## config.mk

```make
export PLATFORM = sky130hd
export DESIGN_NAME = ifu_fetch
export DESIGN_NICKNAME = d
export VERILOG_FILES = /design/src/rtl/ifu_fetch_pkg.sv /design/src/rtl/ifu_pc_gen.sv /design/src/rtl/ifu_fetch.sv
export SDC_FILE = /design/constraint.sdc
export NUM_CORES = 1
export LEC_CHECK = 0
export ABC_AREA = 1
export CORE_MARGIN = 2
export CORE_UTILIZATION = 38
export DETAILED_ROUTE_END_ITERATION = 12
export DONT_BUFFER_PORTS = 1
export SYNTH_ARGS = -nofsm -noshare
export SYNTH_HDL_FRONTEND = slang
export SYNTH_SLANG_ARGS = --single-unit
```

## constraint.sdc

```tcl
create_clock -name clk -period 1.83 [get_ports clk]
set_input_delay 0.549 -clock clk [delete_from_list [all_inputs] [get_ports clk]]
set_output_delay 0.549 -clock clk [all_outputs]
set_load 0.005 [all_outputs]
```

## src/rtl/ifu_fetch_pkg.sv

```systemverilog
// Shared definitions for the instruction fetch unit: widths, reset PC, FSM encoding,
// next-PC select codes, the ebreak substitute instruction and AXI response codes.
package ifu_fetch_pkg;

    localparam int unsigned IFU_DATA_WIDTH = 32;
    localparam logic [31:0] IFU_RESET_PC   = 32'h8000_0000;

    // Fetch FSM encoding
    typedef enum logic [1:0] {
        StIdle = 2'd0,
        StReq  = 2'd1,
        StWait = 2'd2,
        StHold = 2'd3
    } ifu_state_e;

    // Next-PC mux selection
    typedef enum logic [1:0] {
        PcHold  = 2'd0,
        PcInc   = 2'd1,
        PcRedir = 2'd2,
        PcPend  = 2'd3
    } pc_sel_e;

    // Substituted for the fetched word when memory returns an error response
    localparam logic [31:0] EBREAK_INST = 32'h0010_0073;

    localparam logic [1:0] AXI_RESP_OKAY   = 2'b00;
    localparam logic [1:0] AXI_RESP_SLVERR = 2'b10;
    localparam logic [1:0] AXI_RESP_DECERR = 2'b11;

endpackage

```

## src/rtl/ifu_pc_gen.sv

```systemverilog
// Next-PC mux for the fetch unit: hold, sequential +4, aligned redirect target or the
// redirect target parked while a dropped transaction drains.
module ifu_pc_gen
    import ifu_fetch_pkg::*;
#(
    parameter int unsigned DATA_WIDTH = IFU_DATA_WIDTH
) (
    input  logic [DATA_WIDTH-1:0] i_pc,
    input  logic [DATA_WIDTH-1:0] i_pend_pc,
    input  logic [DATA_WIDTH-1:0] i_redirect_pc,
    input  pc_sel_e               i_sel,
    output logic [DATA_WIDTH-1:0] o_pc_next,
    output logic [DATA_WIDTH-1:0] o_pc_plus4,
    output logic [DATA_WIDTH-1:0] o_redirect_tgt
);

    // Low bits of the redirect target are forced to zero
    logic [1:0] w_unused_redirect_lsb;
    assign w_unused_redirect_lsb = i_redirect_pc[1:0];

    assign o_redirect_tgt = {i_redirect_pc[DATA_WIDTH-1:2], 2'b00};
    // Wraps modulo 2^DATA_WIDTH
    assign o_pc_plus4     = i_pc + DATA_WIDTH'(4);

    // Select the PC value for the next cycle
    always_comb begin
        o_pc_next = i_pc;
        unique case (i_sel)
            PcHold:  o_pc_next = i_pc;
            PcInc:   o_pc_next = o_pc_plus4;
            PcRedir: o_pc_next = o_redirect_tgt;
            PcPend:  o_pc_next = i_pend_pc;
            default: o_pc_next = i_pc;
        endcase
    end

endmodule

```

## src/rtl/ifu_fetch.sv

```systemverilog
// Instruction fetch unit feeding the IF/ID register. Owns the PC, issues one AXI4-Lite
// style read per instruction and holds the result until IF/ID accepts or EX redirects.
// Optional build macro IFU_PERF_CNT_EN adds fetch and stall performance counters.
module ifu_fetch
    import ifu_fetch_pkg::*;
#(
    parameter int unsigned             DATA_WIDTH = IFU_DATA_WIDTH,
    parameter logic [DATA_WIDTH-1:0]   RESET_PC   = DATA_WIDTH'(IFU_RESET_PC)
) (
    input  logic                  clk,
    input  logic                  rstn,
    input  logic                  redirect_valid,
    input  logic [DATA_WIDTH-1:0] redirect_pc,
    input  logic                  Dready,
    output logic                  Ivalid,
    output logic [DATA_WIDTH-1:0] InstF,
    output logic [DATA_WIDTH-1:0] PCF,
    output logic [DATA_WIDTH-1:0] PCPlus4F,
`ifdef IFU_PERF_CNT_EN
    output logic [31:0]           perf_fetch_cnt,
    output logic [31:0]           perf_stall_cnt,
`endif
    output logic [DATA_WIDTH-1:0] araddr,
    output logic                  arvalid,
    input  logic                  arready,
    input  logic [DATA_WIDTH-1:0] rdata,
    input  logic [1:0]            rresp,
    input  logic                  rvalid,
    output logic                  rready
);

    ifu_state_e            r_state;
    logic [DATA_WIDTH-1:0] r_pc;
    logic [DATA_WIDTH-1:0] r_pend_pc;
    logic                  r_drop;
    logic                  r_ivalid;
    logic [DATA_WIDTH-1:0] r_inst;
    logic [DATA_WIDTH-1:0] r_pcf;
    logic [DATA_WIDTH-1:0] r_pcplus4;

    pc_sel_e               w_pc_sel;
    logic [DATA_WIDTH-1:0] w_pc_next;
    logic [DATA_WIDTH-1:0] w_pc_plus4;
    logic [DATA_WIDTH-1:0] w_redirect_tgt;
    logic                  w_accept;

    ifu_pc_gen #(
        .DATA_WIDTH (DATA_WIDTH)
    ) u_pc_gen (
        .i_pc           (r_pc),
        .i_pend_pc      (r_pend_pc),
        .i_redirect_pc  (redirect_pc),
        .i_sel          (w_pc_sel),
        .o_pc_next      (w_pc_next),
        .o_pc_plus4     (w_pc_plus4),
        .o_redirect_tgt (w_redirect_tgt)
    );

    // A redirect squashes the held instruction in the same cycle
    assign Ivalid   = r_ivalid & ~redirect_valid;
    assign w_accept = Ivalid & Dready;

    assign InstF    = r_inst;
    assign PCF      = r_pcf;
    assign PCPlus4F = r_pcplus4;
    assign araddr   = r_pc;
    assign arvalid  = (r_state == StReq);
    assign rready   = (r_state == StWait);

    // Choose how the PC moves; in REQ it must stay put so araddr is not withdrawn
    always_comb begin
        w_pc_sel = PcHold;
        unique case (r_state)
            StIdle: if (redirect_valid) w_pc_sel = PcRedir;
            StReq:  w_pc_sel = PcHold;
            StWait: begin
                if (rvalid) begin
                    if (redirect_valid) w_pc_sel = PcRedir;
                    else if (r_drop)    w_pc_sel = PcPend;
                end
            end
            StHold: begin
                if (redirect_valid) w_pc_sel = PcRedir;
                else if (w_accept)  w_pc_sel = PcInc;
            end
            default: w_pc_sel = PcHold;
        endcase
    end

    // Fetch FSM: request, wait for data, hold until accepted or redirected
    always_ff @(posedge clk) begin
        if (!rstn) begin
            r_state   <= StIdle;
            r_pc      <= RESET_PC;
            r_pend_pc <= RESET_PC;
            r_drop    <= 1'b0;
            r_ivalid  <= 1'b0;
            r_inst    <= '0;
            r_pcf     <= '0;
            r_pcplus4 <= '0;
        end else begin
            r_pc <= w_pc_next;
            unique case (r_state)
                StIdle: r_state <= StReq;
                StReq: begin
                    // Redirect before the response: park target, drop the in-flight read
                    if (redirect_valid) begin
                        r_pend_pc <= w_redirect_tgt;
                        r_drop    <= 1'b1;
                    end
                    if (arready) r_state <= StWait;
                end
                StWait: begin
                    if (rvalid) begin
                        if (redirect_valid || r_drop) begin
                            r_drop  <= 1'b0;
                            r_state <= StReq;
                        end else begin
                            r_inst    <= (rresp != AXI_RESP_OKAY) ?
                                         DATA_WIDTH'(EBREAK_INST) : rdata;
                            r_pcf     <= r_pc;
                            r_pcplus4 <= w_pc_plus4;
                            r_ivalid  <= 1'b1;
                            r_state   <= StHold;
                        end
                    end else if (redirect_valid) begin
                        r_pend_pc <= w_redirect_tgt;
                        r_drop    <= 1'b1;
                    end
                end
                StHold: begin
                    if (redirect_valid || w_accept) begin
                        r_ivalid <= 1'b0;
                        r_state  <= StReq;
                    end
                end
                default: r_state <= StIdle;
            endcase
        end
    end

`ifdef IFU_PERF_CNT_EN
    logic [31:0] r_perf_fetch_cnt;
    logic [31:0] r_perf_stall_cnt;

    // Count accepted instructions and cycles stalled by IF/ID; both wrap
    always_ff @(posedge clk) begin
        if (!rstn) begin
            r_perf_fetch_cnt <= '0;
            r_perf_stall_cnt <= '0;
        end else begin
            if (w_accept) r_perf_fetch_cnt <= r_perf_fetch_cnt + 32'd1;
            if ((r_state == StHold) && !Dready) r_perf_stall_cnt <= r_perf_stall_cnt + 32'd1;
        end
    end

    assign perf_fetch_cnt = r_perf_fetch_cnt;
    assign perf_stall_cnt = r_perf_stall_cnt;
`endif

endmodule
```

Word level (Yosys, flattened, before mapping)
Cells that the tools add are included.
Widths: inputs -> output; s select.
{"block": "word_totals", "ff_bits": 164, "inputBits": 72, "output_inout_bits": 131, "elab_cells": 62}
{"block": "op_classes", "addsub": 1, "n_eq_ne": 12, "n_mux": 25, "bitwise": 4, "n_reduce_logical": 12}
{"operator": "$mux 32", "count": 3}
{"operator": "$pmux 32 s3", "count": 1}
{"operator": "$pmux 32 s2", "count": 1}
{"operator": "$add 32x3->32 const B", "count": 1}
{"operator": "$mux 2", "count": 9}
{"operator": "$pmux 2 s4", "count": 2}
{"operator": "$eq 2x2->1 const B", "count": 4}
{"operator": "$ne 2x2->1 const B", "count": 4}
{"operator": "$mux 1", "count": 7}
{"operator": "$reduce_and 3->1", "count": 2}
{"operator": "$reduce_bool 2->1", "count": 3}
{"operator": "$eq 2x1->1 const B", "count": 2}
{"operator": "$logic_not 2->1", "count": 2}
{"operator": "$pmux 1 s2", "count": 2}
{"operator": "$reduce_and 2->1", "count": 2}
{"operator": "$reduce_and 4->1", "count": 1}
{"operator": "$ne 3x2->1 const B", "count": 1}
{"operator": "$and 1x1->1", "count": 2}
{"operator": "$logic_or 1x1->1", "count": 2}
{"operator": "$ne 2x1->1 const B", "count": 1}
{"operator": "$not 1->1", "count": 2}

Longest topological paths before layout
Gate-level depths: netlist of run 1.
{"block": "logic_depth", "ltp_word": 8, "depth_mapped": 13, "mapped_depth_nobuf": 13}

Hierarchy
A second synthesis of run 1 with hierarchy kept.
{"block": "hier_totals", "cells_unflattened": 1081, "area_unflattened_um2": 7708.6}
{"mod": "ifu_fetch", "instances": 1, "cells_per_inst": 709, "area_each_um2": 5690.5, "seq_area_each_um2": 3283.1}
{"mod": "ifu_pc_gen", "instances": 1, "cells_per_inst": 372, "area_each_um2": 2018.2, "seq_area_each_um2": 0.0}

Worst setup path before layout of run 1
OpenSTA, ideal clock, no wires.
{"block": "synth_path", "kind": "flip-flop to flip-flop", "startpoint": "register r_state[0]", "endpoint": "register r_pc[30], in the netlist araddr[30]", "setup_ns": 0.119, "t_arrival_ns": 1.590, "required_ns": 1.711, "setup_slack_ns": 0.120, "path_stages_with_launch": 13, "path_buffers": 2, "period_less_slack_ns": 1.710, "path_cell_list": "dfxtp_1 inv_1 ha_1 nand2_2 inv_2 nand3_1 nand2_2 inv_2 nor2_2 buf_4 buf_6 a21oi_1 a21oi_1"}
{"block": "synth_via", "elab_chain_cells": 4, "word_cells_on_any_way": 10, "classes_between": "eq/ne: 6; mux: 2; reduce/logical: 2"}
{"element": "start: declaration", "line_no": "ifu_fetch.sv:32", "text": "ifu_state_e r_state;"}
{"element": "start signal: assignment", "line_no": "ifu_fetch.sv:93", "text": "r_state <= StIdle;"}
{"element": "start signal: assignment", "line_no": "ifu_fetch.sv:104", "text": "StIdle: r_state <= StReq;"}
{"element": "start signal: assignment", "line_no": "ifu_fetch.sv:111", "text": "if (arready) r_state <= StWait;"}
{"element": "$eq 2x2->1 *"}
{"element": "named net rready", "line_no": "ifu_fetch.sv:29", "text": "output logic rready"}
{"element": "$pmux 2 s4 *", "line_no": "ifu_fetch.sv:73", "text": "unique case (r_state)"}
{"element": "$eq 2x2->1 / $eq 2x1->1 (equally long branches)", "line_no": "ifu_pc_gen.sv:28", "text": "unique case (i_sel)"}
{"element": "$pmux 32 s3", "line_no": "ifu_pc_gen.sv:28"}
{"element": "end signal: assignment", "line_no": "ifu_fetch.sv:102", "text": "r_pc <= w_pc_next;"}
{"element": "end: declaration", "line_no": "ifu_fetch.sv:33", "text": "logic [DATA_WIDTH-1:0] r_pc;"}
The timed path passes the listed nets; every way through them passes the cells marked *.
A chain may end at the register's enable or synchronous reset.

Final worst setup path of run 1
{"block": "layout_path", "startpoint": "register r_state[1]", "endpoint": "output port arvalid"}
{"block": "layout_via", "elab_chain_cells": 1}
{"element": "$eq 2x1->1", "line_no": "ifu_fetch.sv:67", "text": "assign arvalid = (r_state == StReq);"}
{"element": "end: declaration", "line_no": "ifu_fetch.sv:24", "text": "output logic arvalid,"}
Every way passes these cells.

==> flow_summary.json, run 1 <==
{
  "grt.overflow.total": 0,
  "cp.arrival_ns": 1.21,
  "ant_nets": 0,
  "path_clk_slew_ns": 0.07,
  "sequentialPowerShare": 0.440,
  "layout_common_cells": "208 x nand2_1, 172 x nor2_1, 154 x dfxtp_1",
  "p_leak_nw": 3.703,
  "fin_ws_ns": 0.07486,
  "drt_wl_total_um": 21650,
  "place_ws_ns": -0.01595,
  "grt_max_degree": 103,
  "swShare": 0.3103,
  "finalCritPeriodShare": 0.9591,
  "drv_slew": 0,
  "n_antenna_cell": 0,
  "clockPowerShare": 0.414,
  "io-pin-count": 203,
  "drt_pass1_iterations": 5,
  "synth_edf_count": 0,
  "synth.avg_cell_area_um2": 6.888,
  "via_count": 6634,
  "final_common_cell": "nand2_1",
  "outcome": "complete, no violations",
  "hold_class": "in -> reg",
  "ys_types": 32,
  "clock_skew_ns": 0.01260,
  "vias_per_cell": 5.084,
  "end_kind": "output port",
  "drt-initial-drc-count": 481,
  "clock_sinks": 156,
  "postCtsHoldBufs": 0,
  "max_freq_mhz": 569.8,
  "port_buffers": 0,
  "period_needed_ns": 1.755,
  "switchingPower_w": 0.002684,
  "wl_per_cell_um": 16.59,
  "die_area_um2": 19720,
  "rows": 49,
  "grt_antenna_before_repair": 0,
  "drive_gt1_frac": 0.1245,
  "core_area_um2": 18090,
  "finalSetupTns_ns": 0,
  "ys.flop_type": "dfxtp_1",
  "route.detailed.drc": 0,
  "initial_core_util": 0.3911,
  "post-dp-hpwl_um": 15890,
  "ys_seq_area_frac": 0.4415,
  "die_w_um": 140.4,
  "critPathKind": "reg -> out",
  "worstHoldStart": "redirect_pc[31]",
  "cts_tree": "done",
  "max_cap_violations": 0,
  "combPwrFrac": 0.146,
  "p_per_area_nw_per_um2": 1031,
  "async_reset_ff_frac": 0,
  "syn_to_final_growth_pct": 18.61,
  "grt.total_usage": 0.2176,
  "htreeDepth": 4,
  "fill_cells": 1811,
  "grt_pass1_vias": 6175,
  "ys_ff_latch": 156,
  "hold_violations": 0,
  "crit_start": "r_state[1]",
  "finalSetupViolations": 0,
  "r2r_start": "r_state[0]",
  "clockBufferDepth": 2,
  "clk_latency_ns": 0.44,
  "layout.nets": 1141,
  "syn_area_um2": 7074,
  "ir_drop_uv": 603.4,
  "yosys_warnings": 0,
  "die_y_um": 140.4,
  "synthCells": 1027,
  "critPathLaunchType": "register",
  "cts_root_buf": "clkbuf_16",
  "cts_inserted_buffers": 17,
  "cp_max_fo": 4,
  "globalplace.congestion": 0.9191,
  "intPower_w": 0.005965,
  "required_ns": 1.28,
  "grt_setup_unrepaired": "false",
  "grt_pass1_wl_um": 33790
}
## registers in the layout, indices dropped and copies added, names as in the netlist
| name | count |
|---|---|
| PCPlus4F | 30 |
| PCF | 30 |
| r_pend_pc | 30 |
| r_ivalid | 1 |
| r_state | 2 |
| araddr | 30 |
| r_drop | 1 |
| InstF | 32 |
## cells by family after synthesis
| group | count (synthesis) | share of synthesized area |
|---|---|---|
| other | 1 | 0.0005301 |
| flip-flops | 156 | 0.4415 |
| AND/OR/NAND/NOR | 461 | 0.2667 |
| adder cells (fa/ha/maj) | 6 | 0.01061 |
| AO/OA/AOI/OAI | 245 | 0.1815 |
| buffers and inverters | 147 | 0.08560 |
| XOR/XNOR | 11 | 0.01362 |
## layout make-up
| class | count | area (um2) | area share |
|---|---|---|---|
| Multi-Input combinational cell | 729 | 3416 | 0.4071 |
| Sequential cell | 156 | 3131 | 0.3731 |
| Timing Repair Buffer | 76 | 628.1 | 0.07486 |
| Clock buffer | 17 | 425.4 | 0.05070 |
| Inverter | 83 | 316.6 | 0.03773 |
| Tap cell | 229 | 286.5 | 0.03415 |
| Clock inverter | 15 | 187.7 | 0.02237 |
## per-stage QoR
stage	utilization	std cells	instance area (um2)	hold slack, ns	total power (W)
after global routing	0.4639	1305	8391	0.2333	0.009016
after floorplan	-	1032	7093	0.4292	0.004567
after CTS	0.4585	1302	8292	0.2000	0.008661
after detailed placement	0.4245	1270	7677	0.4459	0.005090
final	0.4639	1305	8391	0.2440	0.008649
after global placement	0.4245	1270	7677	0.4398	0.005078
## what timing repair did
| action | in CTS | in global routing |
|---|---|---|
| resized for setup | 1 | 36 |
| buffers inserted | 0 | 1 |
| pin swaps | 0 | 5 |
| gates cloned | 0 | 2 |
| setup endpoints to repair | 6 | 60 |
## synthesized netlist by cell type (3+ instances only)
library cell,n,area share
nand3b_1,9,0.0096
buf_2,14,0.0099
xor2_1,8,0.0099
dfxtp_1,156,0.44
a21oi_1,79,0.056
nand3_1,53,0.037
buf_1,3,0.0016
xnor2_1,3,0.0037
nand2_1,209,0.11
o21ai_0,139,0.098
buf_4,7,0.0074
a21boi_0,11,0.012
o211ai_1,5,0.0053
ha_1,6,0.011
clkbuf_1,37,0.020
nor2_1,175,0.093
inv_1,79,0.042
inv_2,4,0.0021
nand4_1,4,0.0035
a31oi_1,8,0.0071
nand2_2,4,0.0035
## final timing paths
kind                         to  slack (ns)  cells past startpoint
setup reg to reg     araddr[26]        0.10                     12
setup / recovery        arvalid        0.07                      3
hold / removal    r_pend_pc[31]        0.24                      2
hold reg to reg   r_pend_pc[31]        0.46                      2
## routing by layer
metal  track usage  wire length [um]  part of all wire
met5             0                 0                 0
met4       0.07921               457             0.021
met3       0.07077              1875             0.087
met2        0.3269              9471              0.44
met1        0.2927              9847              0.45
## critical path, cell delays in order, from the launching register on
cell	delay, ns
dfxtp_4	0.37
inv_1	0.05
buf_4	0.13
ha_1	0.22
## power by group through the flow
| stage | Clock [W] | Sequential, W | Combinational (W) |
|---|---|---|---|
| after floorplan | 0 | 0.00386 | 0.000706 |
| after global placement | 0 | 0.00387 | 0.00120 |
| after detailed placement | 0 | 0.00387 | 0.00122 |
| after CTS | 0.00364 | 0.00380 | 0.00122 |
| after global routing | 0.00377 | 0.00384 | 0.00141 |
| final | 0.00358 | 0.00381 | 0.00126 |
Power figures use the tool's default switching activity.
==> inputs of run 2 (changes only) <==
--- a/config.mk
+++ b/config.mk
@@ -9,5 +9,6 @@
 export CORE_MARGIN = 2
-export CORE_UTILIZATION = 38
+export CORE_UTILIZATION = 55
 export DETAILED_ROUTE_END_ITERATION = 12
 export DONT_BUFFER_PORTS = 1
+export PLACE_DENSITY = 0.7
 export SYNTH_ARGS = -nofsm -noshare
--- a/constraint.sdc
+++ b/constraint.sdc
@@ -3,2 +3,2 @@
 set_output_delay 0.549 -clock clk [all_outputs]
-set_load 0.005 [all_outputs]
+set_load 0.05 [all_outputs]
==> run 2 against run 1 <==
  * Die area down 30%
  * Combinational power up 30%
  * Sequential cell count unchanged
  * Maximum frequency down 3.9%
  * Wire length down 6.2%
  * Clock power down 9.5%
  * Register-to-register slack worse by 0.04 ns
  * Setup slack worse by 0.070 ns
  * Final cell count down 4.8%
  * Total power up 1.6%
  * Non-clock buffer count down 4
==> flow_summary.json, run 2 (synthesis results as in run 1) <==
{
  "clock_sinks": 156,
  "worst_hold_path.num_cells": 2,
  "p_leak_nw": 3.658,
  "finalSetupViolations": 0,
  "route.detailed.drc": 0,
  "cts_inserted_buffers": 17,
  "globalplace.congestion": 0.9147,
  "placed_area_um2": 7646,
  "die_area_um2": 13790,
  "rows": 41,
  "drv_slew": 0,
  "grt_antenna_before_repair": 0,
  "drt_pass1_iterations": 5,
  "grt_pass1_vias": 6144,
  "clockBufferDepth": 2,
  "vias_per_cell": 5.432,
  "r2r_start": "r_state[1]",
  "period_needed_ns": 1.826,
  "largest_reg_flops": 32,
  "drt_wl_total_um": 20310,
  "syn_to_final_growth_pct": 17.32,
  "cp_max_fo": 3,
  "path_clk_slew_ns": 0.06,
  "ant_nets": 0,
  "rrSetupSlack_ns": 0.06,
  "drt-initial-drc-count": 619,
  "cp.arrival_ns": 1.28,
  "max_freq_mhz": 547.8,
  "ir_drop_uv": 547.6,
  "htreeDepth": 4,
  "worstHoldStart": "redirect_pc[31]",
  "hold_violations": 0,
  "grt.overflow.total": 0,
  "r2r-end": "araddr[28]",
  "drive_gt1_frac": 0.1234,
  "min_delay_worst_endpoint": "r_pend_pc[31]",
  "clock_skew_ns": 0.005540,
  "core_area_um2": 12570,
  "fin_ws_ns": 0.004367,
  "die_y_um": 117.4,
  "grt_setup_unrepaired": "true",
  "outcome": "complete, no violations",
  "via_count": 6747,
  "power_w": 0.008791,
  "port_buffers": 0,
  "layout_common_cells": "208 x nand2_1, 172 x nor2_1, 152 x dfxtp_1",
  "finalSetupTns_ns": 0,
  "end_kind": "output port",
  "initial_core_util": 0.5629,
  "n_antenna_cell": 0,
  "tightest_slew_ns": 0.5934,
  "grt_pass1_wl_um": 32510,
  "finalCritPeriodShare": 0.9976,
  "required_ns": 1.28,
  "critPathLaunchType": "register",
  "max_slew_margin": 0.6038,
  "io-pin-count": 203,
  "fin_area_um2": 8299,
  "r2r_cells": 12,
  "grt.total_usage": 0.2931,
  "place_ws_ns": -0.02301,
  "cts_tree": "done",
  "clk_latency_ns": 0.42,
  "die_w_um": 117.4,
  "layout.nets": 1137,
  "wl_per_cell_um": 16.35,
  "post-dp-hpwl_um": 14710,
  "p_per_area_nw_per_um2": 1059,
  "max_cap_violations": 0,
  "grt_max_degree": 103,
  "cts_root_buf": "clkbuf_16",
  "critPathKind": "reg -> out",
  "final_common_cell": "nand2_1",
  "hold_class": "in -> reg"
}
==> run 2: through the flow <==
step           cells  utilization  hold slack (ns)
6_report        1242       0.6603           0.2509
5_1_grt         1242       0.6603           0.2478
4_1_cts         1241       0.6526           0.2181
3_5_place_dp    1211       0.6084           0.4479
3_3_place_gp    1211       0.6084           0.4433
2_1_floorplan   1032            -           0.4292
==> run 2: how the worst max path moves through the flow <==
stage | from | end | slack, ns | cells after the start
CTS | r_state[1] | arvalid | -0.01 | 4
global placement | r_state[0] | araddr[18] | 0.04 | 9
detailed placement | r_state[0] | araddr[18] | -0.02 | 9
finish | r_state[1] | arvalid | 0.004 | 4
global route | araddr[9] | araddr[14] | -0.07 | 9
floorplan | araddr[4] | PCPlus4F[21] | 0.03 | 10
==> run 2: routing by layer <==
metal	track usage	part of all wire	vias up
met2	0.4441	0.44	274
met1	0.3969	0.44	3083
met3	0.09484	0.098	27
met4	0.09563	0.018	0
met5	0	0	-
li1	-	-	3363
==> run 2: final cells by class <==
class	count	area (um2)
Sequential cell	156	3128
Multi-Input combinational cell	729	3431
Tap cell	172	215.2
Inverter	83	316.6
Timing Repair Buffer	72	666.9
Fill cell	1156	4269
Clock buffer	19	442.9
Clock inverter	11	98.84
==> run 2: critical path, cell delays in order, from the launching register on <==
cell	delay, ns
dfxtp_2	0.34
inv_1	0.06
buf_4	0.13
ha_2	0.17
buf_6	0.15
==> run 2: where the power goes <==
part           total, W  switching, W  internal, W
Clock           0.00324       0.00136      0.00188
Sequential      0.00390      0.000283      0.00362
Combinational   0.00164       0.00114     0.000503
Total           0.00879       0.00279      0.00600
==> run 2: timing repair <==
item                                    4_1_cts  5_1_grt
hold buffers                                  0        0
pin swaps                                     0        4
hold endpoints to repair                      0        0
gates resized for setup                       6       31
endpoints found under the setup margin       14       69
setup buffers                                 0        1
==> inputs of run 3 (changes only) <==
- ABC_AREA: 1 -> default
- CORE_UTILIZATION: 55 -> 50
- PLACE_DENSITY: 0.7 -> default
==> run 3 against run 2 <==
  * The flow now finishes with violations (setup timing)
  * Utilization is essentially flat
  * Clock power grew 6.2%
  * Total power grew 2.4%
  * Synthesized cell count shrank 15%
  * Maximum frequency shrank 6.6%
  * Non-clock buffer count grew 49
  * Critical path type is now reg -> reg
  * Critical endpoint is now araddr[30]
==> flow_summary.json, run 3 <==
{
  "r2r_cells": 8,
  "synthCells": 874,
  "post-dp-hpwl_um": 15290,
  "end_kind": "register",
  "wl_per_cell_um": 19.62,
  "syn_to_final_growth_pct": 29.47,
  "core_area_um2": 13880,
  "initial_core_util": 0.5099,
  "grt.total_usage": 0.2732,
  "route.detailed.drc": 0,
  "die_w_um": 123.0,
  "rrSetupSlack_ns": -0.12,
  "r2r-end": "araddr[30]",
  "ant_nets": 0,
  "grt.overflow.total": 0,
  "yosysTopAreaCellShare": 0.4412,
  "layout_common_cells": "181 x nand2_1, 134 x dfxtp_1, 121 x a21oi_1",
  "n_antenna_cell": 0,
  "p_leak_nw": 3.261,
  "finalSetupViolations": 31,
  "ys.flop_type": "dfxtp_1",
  "drive_gt1_frac": 0.2983,
  "fin_ws_ns": -0.1244,
  "holdWs_ns": 0.2028,
  "die_area_um2": 15120,
  "syn_area_um2": 7078,
  "synth_edf_count": 0,
  "worst_hold_path.num_cells": 1,
  "port_buffers": 0,
  "cts_root_buf": "clkbuf_16",
  "htreeDepth": 4,
  "yosysMostFrequentCell": "nand2_1",
  "critPathLaunchType": "register",
  "min_delay_worst_endpoint": "r_pend_pc[31]",
  "ys_seq_area_frac": 0.4412,
  "max_slew_margin": 0.6344,
  "yosys_warnings": 0,
  "grt_antenna_before_repair": 0,
  "grt_pass1_vias": 5981,
  "clk_latency_ns": 0.42,
  "ys_ff_latch": 156,
  "period_needed_ns": 1.954,
  "clockBufferDepth": 2,
  "power_w": 0.009005,
  "layout.nets": 1017,
  "ys_types": 62,
  "largest_reg_flops": 32,
  "synth.area.top_cells": "dfxtp_1 44%, nand2_1 9.9%, a21oi_1 9.3%",
  "max_freq_mhz": 511.7,
  "final_common_cell": "nand2_1",
  "cp.arrival_ns": 2.25,
  "drt_wl_total_um": 22210,
  "tightest_slew_ns": 0.5477,
  "required_ns": 2.13,
  "grt_pass1_wl_um": 31820,
  "io-pin-count": 203,
  "finalCritPeriodShare": 1.068,
  "drv_slew": 0,
  "drt-initial-drc-count": 521,
  "globalplace.congestion": 0.8714,
  "rows": 43,
  "grt_setup_unrepaired": "true",
  "grt_max_degree": 44,
  "worstHoldStart": "rstn",
  "async_reset_ff_frac": 0,
  "ir_drop_uv": 781.7,
  "hold_violations": 0,
  "via_count": 6668,
  "drt_pass1_iterations": 6,
  "cts_inserted_buffers": 17,
  "die_y_um": 123.0,
  "hold_class": "in -> reg",
  "outcome": "finished, violations left",
  "r2r_start": "r_state[0]",
  "path_clk_slew_ns": 0.06,
  "place_ws_ns": -0.1713,
  "synth.avg_cell_area_um2": 8.098,
  "synth_top_area_cell": "dfxtp_1",
  "vias_per_cell": 5.890,
  "synth_top_cells_by_count": "187 x nand2_1, 156 x dfxtp_1, 132 x a21oi_1",
  "max_cap_violations": 0,
  "cp_max_fo": 9,
  "clock_sinks": 156,
  "cts_tree": "done",
  "p_per_area_nw_per_um2": 982.7,
  "violations": "setup timing",
  "critPathKind": "reg -> reg",
  "clock_skew_ns": 0.008545,
  "finalSetupTns_ns": -1.999
}
## run 3: cell count changes after synthesis, sizes merged, moves of 9 or more
cell,change
nand2,-28
a211oi,+19
clkbuf,+9
inv,-79
a21boi,-10
a21oi,+54
nor3,+18
xnor2,+9
o21ai,-88
mux2,+12
mux2i,+12
nor2,-147
## run 3: area by class of cell
class | count | area, um2
clock buffer | 21 | 470.5
inverter | 5 | 25.02
clock inverter | 11 | 110.1
fill | 1142 | 4717
timing repair buffer | 121 | 1190
tap | 180 | 225.2
multi-input combinational | 638 | 3978
sequential | 156 | 3166
## run 3: logic make-up after synthesis
group	count (synthesis)	synth area share
AOI/OAI and AO/OA	241	0.1983
xor gates and xnor gates	28	0.03465
adders and majority gates	6	0.01061
buffers and inverters	86	0.06311
DFF	156	0.4412
muxes	24	0.03606
other	1	0.0005298
and+or+nand+nor	332	0.2155
## run 3: how the worst max path moves through the flow
stage | cells past startpoint | startpoint | endpoint
finish | 8 | r_state[0] | araddr[30]
CTS | 8 | r_state[0] | araddr[22]
global placement | 7 | r_state[1] | araddr[23]
floorplan | 9 | r_state[0] | araddr[22]
detailed placement | 7 | r_state[1] | araddr[23]
global route | 8 | r_state[0] | araddr[22]
## run 3: through the flow
step	instance area, um2	cells	util
2_1_floorplan	7186	879	-
3_3_place_gp	7888	1081	0.5682
3_5_place_dp	7888	1081	0.5682
4_1_cts	8666	1119	0.6243
5_1_grt	9164	1132	0.6602
6_report	9164	1132	0.6602
## run 3: timing repair
action                                  CTS  global route
resized for setup                        32            90
gates cloned                              2             4
endpoints found under the setup margin   32            88
hold buffers                              0             0
buffers inserted                          4             9
pin swaps                                 4            25
## run 3: power breakdown
part           switching (W)  total (W)  internal (W)  leakage [nW]
logic                0.00114    0.00176      0.000612          1.71
registers           0.000228    0.00381       0.00358          1.28
clock network        0.00144    0.00344       0.00199         0.276
## run 3: per-layer routing
metal  wire length (um)  global-route usage  vias to the layer above  share of wire
met5                  0                   0                        -              0
met1               9565              0.3713                     3143           0.43
li1                   -                   -                     3183              -
met2              10180              0.4233                      309           0.46
met4                351             0.05895                        0          0.016
met3               2115             0.09133                       33          0.095
## run 3: critical path: stages, from the launching register on
cell       delay (ns)
dfxtp_4          0.37
inv_4            0.07
ha_4             0.16
nand3_2          0.10
a211o_4          0.39
clkbuf_16        0.19
mux2_2           0.31
o21ai_4          0.17
a211oi_1         0.06
